<file path="src/rtl/keypad_entry_tx.sv">
// Keypad transmitter: synchronizes and debounces 12 raw buttons, sends one 4-bit key code
// per accepted press over valid/ready. Define KEY_REPEAT_EN to auto-repeat held digit keys.
module keypad_entry_tx #(
   parameter int DB_CYCLES     = 16,
   parameter int REPEAT_CYCLES = 200
) (
   input  logic        clk,
   input  logic        rstn,
   input  logic [11:0] btn,
   output logic [3:0]  tx_code,
   output logic        tx_valid,
   input  logic        tx_ready,
   output logic        busy
);

   localparam logic [1:0] IDLE    = 2'd0;
   localparam logic [1:0] SEND    = 2'd1;
   localparam logic [1:0] RELEASE = 2'd2;
   localparam logic [7:0] DB_MATCH = 8'(DB_CYCLES);

   if (DB_CYCLES < 2 || DB_CYCLES > 255 || REPEAT_CYCLES < 1) begin : g_bad_cfg
      $error("keypad_entry_tx: DB_CYCLES must be 2..255 and REPEAT_CYCLES >= 1");
   end

   logic [11:0] sync_q;
   logic [11:0] s;
   logic [11:0] prev;
   logic [7:0]  cnt;
   logic [7:0]  cnt_next;
   logic [1:0]  state;
   logic        db_hit;
   logic        one_hot;
   logic [3:0]  key_idx;

   // NOTE: the synchronizer and debounce flops are async-reset too, so a fresh debounce
   // is always required after reset even if a key is still held.
   always_ff @(posedge clk or negedge rstn) begin
      if (!rstn) begin
         sync_q <= '0;
         s      <= '0;
         prev   <= '0;
         cnt    <= '0;
      end else begin
         sync_q <= btn;
         s      <= sync_q;
         prev   <= s;
         cnt    <= cnt_next;
      end
   end

   always_comb begin
      if (s != prev)
         cnt_next = '0;
      else if (cnt == 8'hFF)
         cnt_next = cnt;
      else
         cnt_next = cnt + 8'd1;
   end

   // Fires once per stable run: the edge where the count first lands on DB_CYCLES.
   assign db_hit  = (cnt_next == DB_MATCH) && (cnt_next != cnt);
   assign one_hot = (s != '0) && ((s & (s - 12'd1)) == '0);

   always_comb begin
      key_idx = 4'd0;
      for (int i = 0; i < 12; i++) begin
         if (s[i]) key_idx = 4'(i);
      end
   end

`ifdef KEY_REPEAT_EN
   localparam int            HW        = $clog2(REPEAT_CYCLES + 1);
   localparam logic [HW-1:0] HOLD_LAST = HW'(REPEAT_CYCLES - 1);

   logic [HW-1:0] hold;
   logic          repeat_key;

   // Only digits repeat, and only while that same single key stays down.
   assign repeat_key = (tx_code <= 4'd9) && (s == (12'd1 << tx_code));
`endif

   always_ff @(posedge clk or negedge rstn) begin
      if (!rstn) begin
         state    <= IDLE;
         tx_valid <= 1'b0;
         tx_code  <= 4'd0;
`ifdef KEY_REPEAT_EN
         hold     <= '0;
`endif
      end else begin
         case (state)
            IDLE: begin
               if (one_hot && db_hit) begin
                  state    <= SEND;
                  tx_valid <= 1'b1;
                  tx_code  <= key_idx;
               end
            end
            SEND: begin
               if (tx_ready) begin
                  state    <= RELEASE;
                  tx_valid <= 1'b0;
`ifdef KEY_REPEAT_EN
                  hold     <= '0;
`endif
               end
            end
            RELEASE: begin
               if (s == '0 && db_hit) begin
                  state <= IDLE;
               end
`ifdef KEY_REPEAT_EN
               else if (repeat_key) begin
                  if (hold == HOLD_LAST) begin
                     state    <= SEND;
                     tx_valid <= 1'b1;
                     hold     <= '0;
                  end else begin
                     hold <= hold + HW'(1);
                  end
               end else begin
                  hold <= '0;
               end
`endif
            end
            default: begin
               state    <= IDLE;
               tx_valid <= 1'b0;
            end
         endcase
      end
   end

   assign busy = (state != IDLE);

endmodule

</file>
<file path="config.mk">
export PLATFORM = sky130hd
export DESIGN_NAME = keypad_entry_tx
export DESIGN_NICKNAME = d
export VERILOG_FILES = /design/src/rtl/keypad_entry_tx.sv
export SDC_FILE = /design/constraint.sdc
export NUM_CORES = 1
export LEC_CHECK = 0
export CAP_MARGIN = 20
export CORE_UTILIZATION = 45
export CTS_BUF_LIST = sky130_fd_sc_hd__clkbuf_16
export DETAILED_ROUTE_END_ITERATION = 8
export DONT_BUFFER_PORTS = 1
export PLACE_DENSITY = 0.64
export RECOVER_POWER = 25
export SYNTH_ARGS = -nofsm -noshare
export SYNTH_HDL_FRONTEND = slang
export SYNTH_SLANG_ARGS = --single-unit
</file>
<file path="constraint.sdc">
create_clock -name clk -period 2.3 [get_ports clk]
set_input_delay 0.23 -clock clk [delete_from_list [all_inputs] [get_ports clk]]
set_output_delay 0.23 -clock clk [all_outputs]
set_load 0.02 [all_outputs]
</file>
==> flow_summary.toml <==
[run_status]
status = "complete, no violations"

[global_route]
gr-total-overflow = 0
grt_max_degree = 52
met3_usage = 0.04274
grtUsageTotal = 0.1659
grt-busiest-layer = "met2"
grt_pass1_vias = 1344
antenna_found_initial = 0
use_met1 = 0.1992
grt_pass1_wl_mm = 6.265
met2_usage = 0.2810

[yosys]
ys_ff_latch = 51
yosys.area.top_type_share = 0.6007
ys_types = 41
yosys_warnings = 0
dominantRegCellSynth = "dfrtp_1"
ys_seq_area_frac = 0.6007
synthTopCellsByArea = "dfrtp_1, nor4_4, xor2_1"
syn-num-nets = 176
netlist_area_mm2 = 0.002125
synthCells = 160
async_flop_share = 1.000
synthMostInstantiatedCell = "dfrtp_1"
syn_avg_cell_area_um2 = 13.28
synth_edf_count = 0
yosys.area.top_type = "dfrtp_1"
yosys-top-cells-count = "dfrtp_1, xor2_1, nor2_1"

[sta]
maxSlewHeadroom = 0.7565
setup_viol = 0
whs_ns = 0.1149
maxSlewViolCount = 0
min_period_ns = 2.143
timing.clock.skew_ns = 0.003730
hold_violations = 0
tightest_slew_ns = 0.3620
fmax_mhz = 466.7
period_share = 0.9316
setup_tns_ns = 0
rsz0062_at_grt = "false"

[place]
dp.cells = 218
io_buffer_count = 0
gp_congestion = 0.7560
post-dp-hpwl_mm = 2.509

[floorplan]
die_w_um = 70.71
num_rows = 24
start_util = 0.4780
dieArea_mm2 = 0.005000
die_h_um = 70.71
coreArea_mm2 = 0.004444
ios = 21

[worst_hold_path]
worstHoldPathCells = 1
min_path_type = "in -> reg"

[finish]
drive_gt1_frac = 0.1862
fillers = 363
fin_nets = 203
final_cells = 240
multi_input_comb_area_um2 = 822.0
syn_to_final_growth_pct = 20.08
register_area_mm2 = 0.001276
final_core_util = 0.5740
n_antenna_cell = 0

[setup_path]
worst-endpoint-arrival_ns = 2.32
path_buf_inv = 0
crit_chain = "or3_4, nor4_4, mux2i_1, a21oi_4, nand3_4, mux2_4"
path_max_fanout = 6
cp-start-kind = "flip-flop"
cp-end-kind = "flip-flop"
cpPeakStageDelay_ns = 0.44
critPathRequiredTime_ns = 2.47
cp_slowest_cell = "dfrtp_1"
ff2ff_path_depth = 6
crit_family = "simple AND/OR/NAND/NOR gates"
cp_num_cells = 6
path_class = "reg -> reg"

[drt]
avgViaCountPerCell = 5.546
wl_mm = 3.639
ant_nets = 0
drtIter0Drc = 47
wl_per_cell_um = 15.16
drcViolationCount = 0
dr_total_vias = 1331
drtPass1Iterations = 4

[clock_network]
clk_pin_slew_worst_paths_ns = 0.07
cts_setup_buffers = 0
cts.sinks = 51
htree_levels = 2
root_buffer = "clkbuf_16"
clock_latency_ns = 0.29
cts_tree = "built"
clk_path_buf_depth = 2
cts_made_buffers = 5

[pwr]
p_leak_uw = 0.001077
power_density_mw_per_mm2 = 710.3
vdd_drop_max_v = 0.0005153

[run]
cap_violations = 0
==> state kept, by name, summed over array words and instances, names as in the netlist <==
| name | cells |
|---|---|
| tx_code | 4 |
| cnt | 8 |
| prev | 12 |
| sync_q | 12 |
| state | 2 |
| tx_valid | 1 |
| s | 12 |
==> repair_timing <==
item / CTS / global route
hold buffers: 14 / 0
gates resized for setup: 0 / 1
hold endpoints to repair: 63 / 0
endpoints found under the setup margin: 0 / 6
==> where the power goes <==
part | switching [uW] | leakage [uW] | internal (uW) | total (uW)
registers | 27.3 | 0.000627 | 932 | 959
clock network | 323 | 0.0000746 | 409 | 732
logic | 67.7 | 0.000376 | 53.7 | 121
==> final cells by class <==
class                   count  area share
clock inverters             3    0.008828
flip-flops and latches     51      0.5002
repair buffers             22     0.08534
clock buffers               5     0.04904
multi-input cells         101      0.3222
well taps                  52     0.02550
inverters                   6    0.008828
==> layer usage <==
layer	vias to the layer above	part of all wire
met2	27	0.51
met5	-	0
met3	7	0.035
met1	668	0.43
met4	0	0.018
li1	629	-
==> metrics by stage <==
step / worst slack (ns) / power [uW] / instance area, um^2
after CTS: 0.09076 / 1839 / 2546
after floorplan: 0.1855 / 1035 / 2125
after global placement: 0.1947 / 1056 / 2241
final: 0.1574 / 1812 / 2551
after global routing: 0.02243 / 1888 / 2551
after detailed placement: 0.1007 / 1060 / 2241
==> cell families after synthesis <==
kind of cell    count (synthesis)  share of synthesized area
fa+ha+maj                       3                    0.01531
xor+xnor                       13                    0.05359
mux                             6                    0.03769
buf+inv                         8                    0.01472
flops                          51                     0.6007
simple gates                   51                     0.1802
compound gates                 28                    0.09777
==> worst paths after layout <==
path / startpoint / end / slack [ns]
worst max-delay path: s[5]$_DFF_PN0_ / tx_code[0]$_DFFE_PN0P_ / 0.16
worst min-delay path: tx_ready / state[1]$_DFFE_PN0P_ / 0.11
worst max register to register: s[5]$_DFF_PN0_ / tx_code[0]$_DFFE_PN0P_ / 0.16
worst min register to register: sync_q[0]$_DFF_PN0_ / s[0]$_DFF_PN0_ / 0.35
max in group asynchronous: rstn / tx_code[0]$_DFFE_PN0P_ / 1.63
min in group asynchronous: rstn / cnt[3]$_DFF_PN0_ / 0.45
==> worst register-to-register path, stage by stage (launching register included) <==
cell and delay (ns):
dfrtp_1 0.44, or3_4 0.43, nor4_4 0.28, mux2i_1 0.33
a21oi_4 0.12, nand3_4 0.13, mux2_4 0.30
==> cell usage in the layout, fill, tap and decap left out, types with 6 or more instances in the layout <==
cell / instances
a21oi_1: 7
nand2_1: 9
dfrtp_1: 51
dlygate4sd3_1: 13
buf_4: 8
xor2_1: 12
inv_1: 6
nor2_1: 10
No activity file was read; power rests on OpenSTA's default activity.
==> patch 1: new RTL, same settings <==
Add a define of `KEY_REPEAT_EN`.
--- a/src/rtl/keypad_entry_tx.sv
+++ b/src/rtl/keypad_entry_tx.sv
@@ -1,4 +1,6 @@
 // Keypad transmitter: synchronizes and debounces 12 raw buttons, sends one 4-bit key code
 // per accepted press over valid/ready. Define KEY_REPEAT_EN to auto-repeat held digit keys.
+`define KEY_REPEAT_EN
+
 module keypad_entry_tx #(
    parameter int DB_CYCLES     = 16,
Formal check against the unedited RTL: same outputs for any inputs over 10 cycles, from zero or initial values and one cycle with rstn low; that may be too few to reach the edited logic, so the function may still have changed.
==> patch 1 against the original RTL <==
- synthesized area up 39%
- clock skew is essentially flat
- sequential share of layout area decreased by 8.5 points
- worst hold slack worse by 0.024 ns
- fmax down 0.29%
- total power up 41%
- sequential cell count is 8 higher
- sequential power is 15% higher
- utilization down 1.5 points
- cell area increased by 39%
- largest power group is now the clock network
- combinational power up 21%
- setup slack lost 0.0063 ns
- wire length increased by 62%
==> patch 1: results (changes against the original RTL) <==
# diodes = 0 (unchanged)
nets = 320 (was 203)
Setup Skew = 0.003375 ns (was 0.003730 ns)
syn_nets = 288 (was 176)
Hold Path Class = input port to register (unchanged)
Sequential Power Share = 43.1% (was 52.9%)
WL final = 5877 um (was 3639 um)
share of the yosys chip area belonging to registers = 50.04% (was 60.07%)
GPL Wtd Cong = 0.7915 (was 0.7560)
Post-CTS Setup Inserts = 0 (unchanged)
clock slew at reported path FFs = 0.05 ns (was 0.07 ns)
synth cell count leaders = dfrtp_1, nor2_1, xor2_1 (was dfrtp_1, xor2_1, nor2_1)
status = finished, final reports clean (unchanged)
H-tree depth = 3 (was 2)
DR iter-0 viols = 96 (was 47)
Slew Limit Headroom = 68.72% (was 75.65%)
switching power = 587.6 uW (was 417.9 uW)
Crit path largest cell delay = 0.49 ns (was 0.44 ns)
top area cells in the synthesized netlist = dfrtp_1, xor2_1, nor2_1 (was dfrtp_1, nor4_4, xor2_1)
drt first pass iters = 4 (unchanged)
total track usage = 18.72% (was 16.59%)
DR vias = 2,128 (was 1,331)
worst vdd ir = 0.6215 mV (was 0.5153 mV)
worst skew pair latency = 0.33 ns (was 0.29 ns)
Place WS = 0.1562 ns (was 0.1007 ns)
# fillers = 532 (was 363)
layout cell share with drive strength beyond 1 = 20.13% (was 18.62%)
Synth cell types = 58 (was 41)
largest net degree at the start of global routing = 60 (was 52)
first-pass GRT wire length = 10,070 um (was 6265 um)
P_leak = 0.001512 uW (was 0.001077 uW)
Final HPWL DP = 3935 um (was 2509 um)
CP arrival = 2.34 ns (was 2.32 ns)
CP max FO = 8 (was 6)
number of clock buffers inserted by TritonCTS = 9 (was 5)
vias in the first global route = 2,039 (was 1,344)
slowest CP cell = or4bb_1 (was dfrtp_1)
-- patch 1: tightest hold or removal path: cells and delay by family --
| family | cells | cell delay (ns) |
|---|---|---|
| and+or+nand+nor | 3 | 0.14 |
-- patch 1: power groups by stage --
| stage | logic, uW | clock network (uW) | registers [uW] |
|---|---|---|---|
| final | 146 | 1310 | 1100 |
| after global placement | 102 | 0 | 1120 |
| after detailed placement | 102 | 0 | 1120 |
| after global routing | 161 | 1380 | 1110 |
| after CTS | 147 | 1340 | 1100 |
| after floorplan | 88.8 | 0 | 1110 |
-- patch 1: per-layer routing --
| layer | up-vias | wire [um] | GRT usage, % |
|---|---|---|---|
| met1 | 1047 | 2890 | 25.51 |
| met5 | - | 0 | 0 |
| met2 | 29 | 2702 | 27.35 |
| li1 | 1043 | - | - |
| met4 | 0 | 119 | 10.82 |
| met3 | 9 | 164 | 4.374 |
-- patch 1: cell type report --
type	instances	share of cell area, %
sequential	59	41.56
multi-input combinational	184	36.81
timing repair buffer	37	9.299
clock buffer	9	6.340
tap	77	2.712
clock inverter	7	2.008
inverter	12	1.268
-- patch 1: cells by family (layout without fill, tap and decap cells) --
kind of cell | after synthesis | in the layout | synth area share [%]
flip-flops | 59 | 59 | 50.04
XOR/XNOR | 18 | 18 | 5.344
buffers and inverters | 28 | 65 | 6.022
multiplexers | 8 | 8 | 3.223
AND/OR/NAND/NOR | 113 | 113 | 23.88
adder cells (fa/ha/maj) | 4 | 4 | 1.527
AO/OA/AOI/OAI | 41 | 41 | 9.966
-- patch 1: what timing repair did --
item,4_1_cts,5_1_grt
setup endpoints to repair,0,4
hold buffers,14,0
endpoints found under the hold margin,71,0
gates resized for setup,0,2
-- patch 1: final timing paths --
kind | slack, ns | from | endpoint | cells past startpoint
worst max register to register | 0.15 | tx_code[2] | hold[3] | 7
max in group asynchronous | 1.61 | rstn | hold[6] | 2
worst max-delay path | 0.15 | tx_code[2] | hold[3] | 7
worst min register to register | 0.35 | sync_q[11] | s[11] | 0
worst min-delay path | 0.09 | tx_ready | state[0] | 3
min in group asynchronous | 0.41 | rstn | prev[9] | 2
-- patch 1: metrics by stage --
| stage | std cells | cell area (um2) |
|---|---|---|
| 2_1_floorplan | 271 | 2950 |
| 3_3_place_gp | 355 | 3087 |
| 3_5_place_dp | 355 | 3087 |
| 4_1_cts | 385 | 3541 |
| 5_1_grt | 385 | 3552 |
| 6_report | 385 | 3552 |
==> patch 2: new RTL, same settings <==
Made on the original files. Register the input `btn` before use, without a reset. The logic sees it one clock later. The other inputs are not delayed to match.
--- a/src/rtl/keypad_entry_tx.sv
+++ b/src/rtl/keypad_entry_tx.sv
@@ -18,4 +18,10 @@
    localparam logic [1:0] RELEASE = 2'd2;
    localparam logic [7:0] DB_MATCH = 8'(DB_CYCLES);
+
+   logic [11:0] btn_q;
+
+   always_ff @(posedge clk) begin
+      btn_q <= btn;
+   end
 
    if (DB_CYCLES < 2 || DB_CYCLES > 255 || REPEAT_CYCLES < 1) begin : g_bad_cfg
@@ -42,5 +48,5 @@
          cnt    <= '0;
       end else begin
-         sync_q <= btn;
+         sync_q <= btn_q;
          s      <= sync_q;
          prev   <= s;
Behaviour: no difference found for any inputs over 10 cycles, from zero or initial values and one cycle with rstn low; that may be too few to reach the edited logic, so the function may still have changed.
==> patch 2 against the original RTL <==
- utilization increased by 3.0 points
- synthesized area increased by 6.7%
- wire length about the same
- worst hold slack got worse by 0.055 ns
- first-iteration DRC count increased by 28%
- clock power increased by 110%
- setup slack got worse by 0.051 ns
- cell area increased by 13%
- total power increased by 54%
- sequential cell count increased by 12
- sequential share of layout area increased by 2.4 points
- critical path type unchanged
==> patch 2: results (changes against the original RTL) <==
Synth Area in Adders = 1.436% (was 1.531%)
Synth Area in XOR/XNOR = 5.798% (was 5.359%)
synth cell count leaders = dfrtp_1, nor2_1, xor2_1 (was dfrtp_1, xor2_1, nor2_1)
Clock Sinks = 63 (was 51)
clock-cell share of area = 11.89% (was 5.787%)
NonClk Buf Share = 7.007% (was 8.534%)
power of the combinational group = 90.8 uW (was 121 uW)
total track usage = 16.37% (was 16.59%)
Sw Share = 19.32% (was 23.06%)
sequential cell area = 1518 um2 (was 1276 um2)
Place WS = -0.0003892 ns (was 0.1007 ns)
placed insts = 245 (was 218)
Vias/cell = 5.127 (was 5.546)
first-pass GRT wire length = 6203 um (was 6265 um)
multi-input gate share of total cell area = 25.35% (was 32.22%)
vias in the first global route = 1,480 (was 1,344)
layout cell share with drive strength beyond 1 = 17.79% (was 18.62%)
Final Non-Filler Cells = 275 (was 240)
DR iter-0 viols = 60 (was 47)
worst vdd ir = 0.7562 mV (was 0.5153 mV)
CP max FO = 7 (was 6)
syn_nets = 191 (was 176)
clock power share = 54.6% (was 40.4%)
Synth Area in Compound Gates = 7.013% (was 9.776%)
Final HPWL DP = 2363 um (was 2509 um)
H-tree depth = 3 (was 2)
# fillers = 383 (was 363)
DR WL/cell = 13.23 um (was 15.16 um)
top area cells in the synthesized netlist = dfrtp_1, dfxtp_1, xor2_1 (was dfrtp_1, nor4_4, xor2_1)
Avg Cell Area, Syn = 12.95 um2 (was 13.28 um2)
Slew Limit Headroom = 70.95% (was 75.65%)
status = finished, final reports clean (unchanged)
share of synthesized flip-flops with an asynchronous set or reset = 80.95% (was 100.0%)
GPL Wtd Cong = 0.8821 (was 0.7560)
clock slew at reported path FFs = 0.05 ns (was 0.07 ns)
Setup Skew = 0.004442 ns (was 0.003730 ns)
-- patch 2: cell types whose count changed after synthesis, sizes merged, moves of 3 or more --
cell   unedited run  this run
nor2b             3         0
dfxtp             0        12
nor2             10        17
inv               6         3
o21ai             3         7
xor2             12        15
-- patch 2: worst paths after layout --
| check | from | end | slack, ns | cells after the start |
|---|---|---|---|---|
| worst max-delay path | s[2] | tx_code[2] | 0.11 | 6 |
| worst min-delay path | tx_ready | state[1] | 0.06 | 2 |
| worst min register to register | btn_q[2] | sync_q[2] | 0.33 | 0 |
| min in group asynchronous | rstn | tx_valid | 0.42 | 2 |
| worst max register to register | s[2] | tx_code[2] | 0.11 | 6 |
| max in group asynchronous | rstn | s[1] | 1.64 | 2 |
-- patch 2: per-layer routing --
metal	vias up	part of all wire [%]	global-route usage [%]
met5	-	0	0
met4	0	2.8	13.07
met3	10	5.0	4.696
met2	48	49	27.10
met1	689	43	17.51
li1	663	-	-
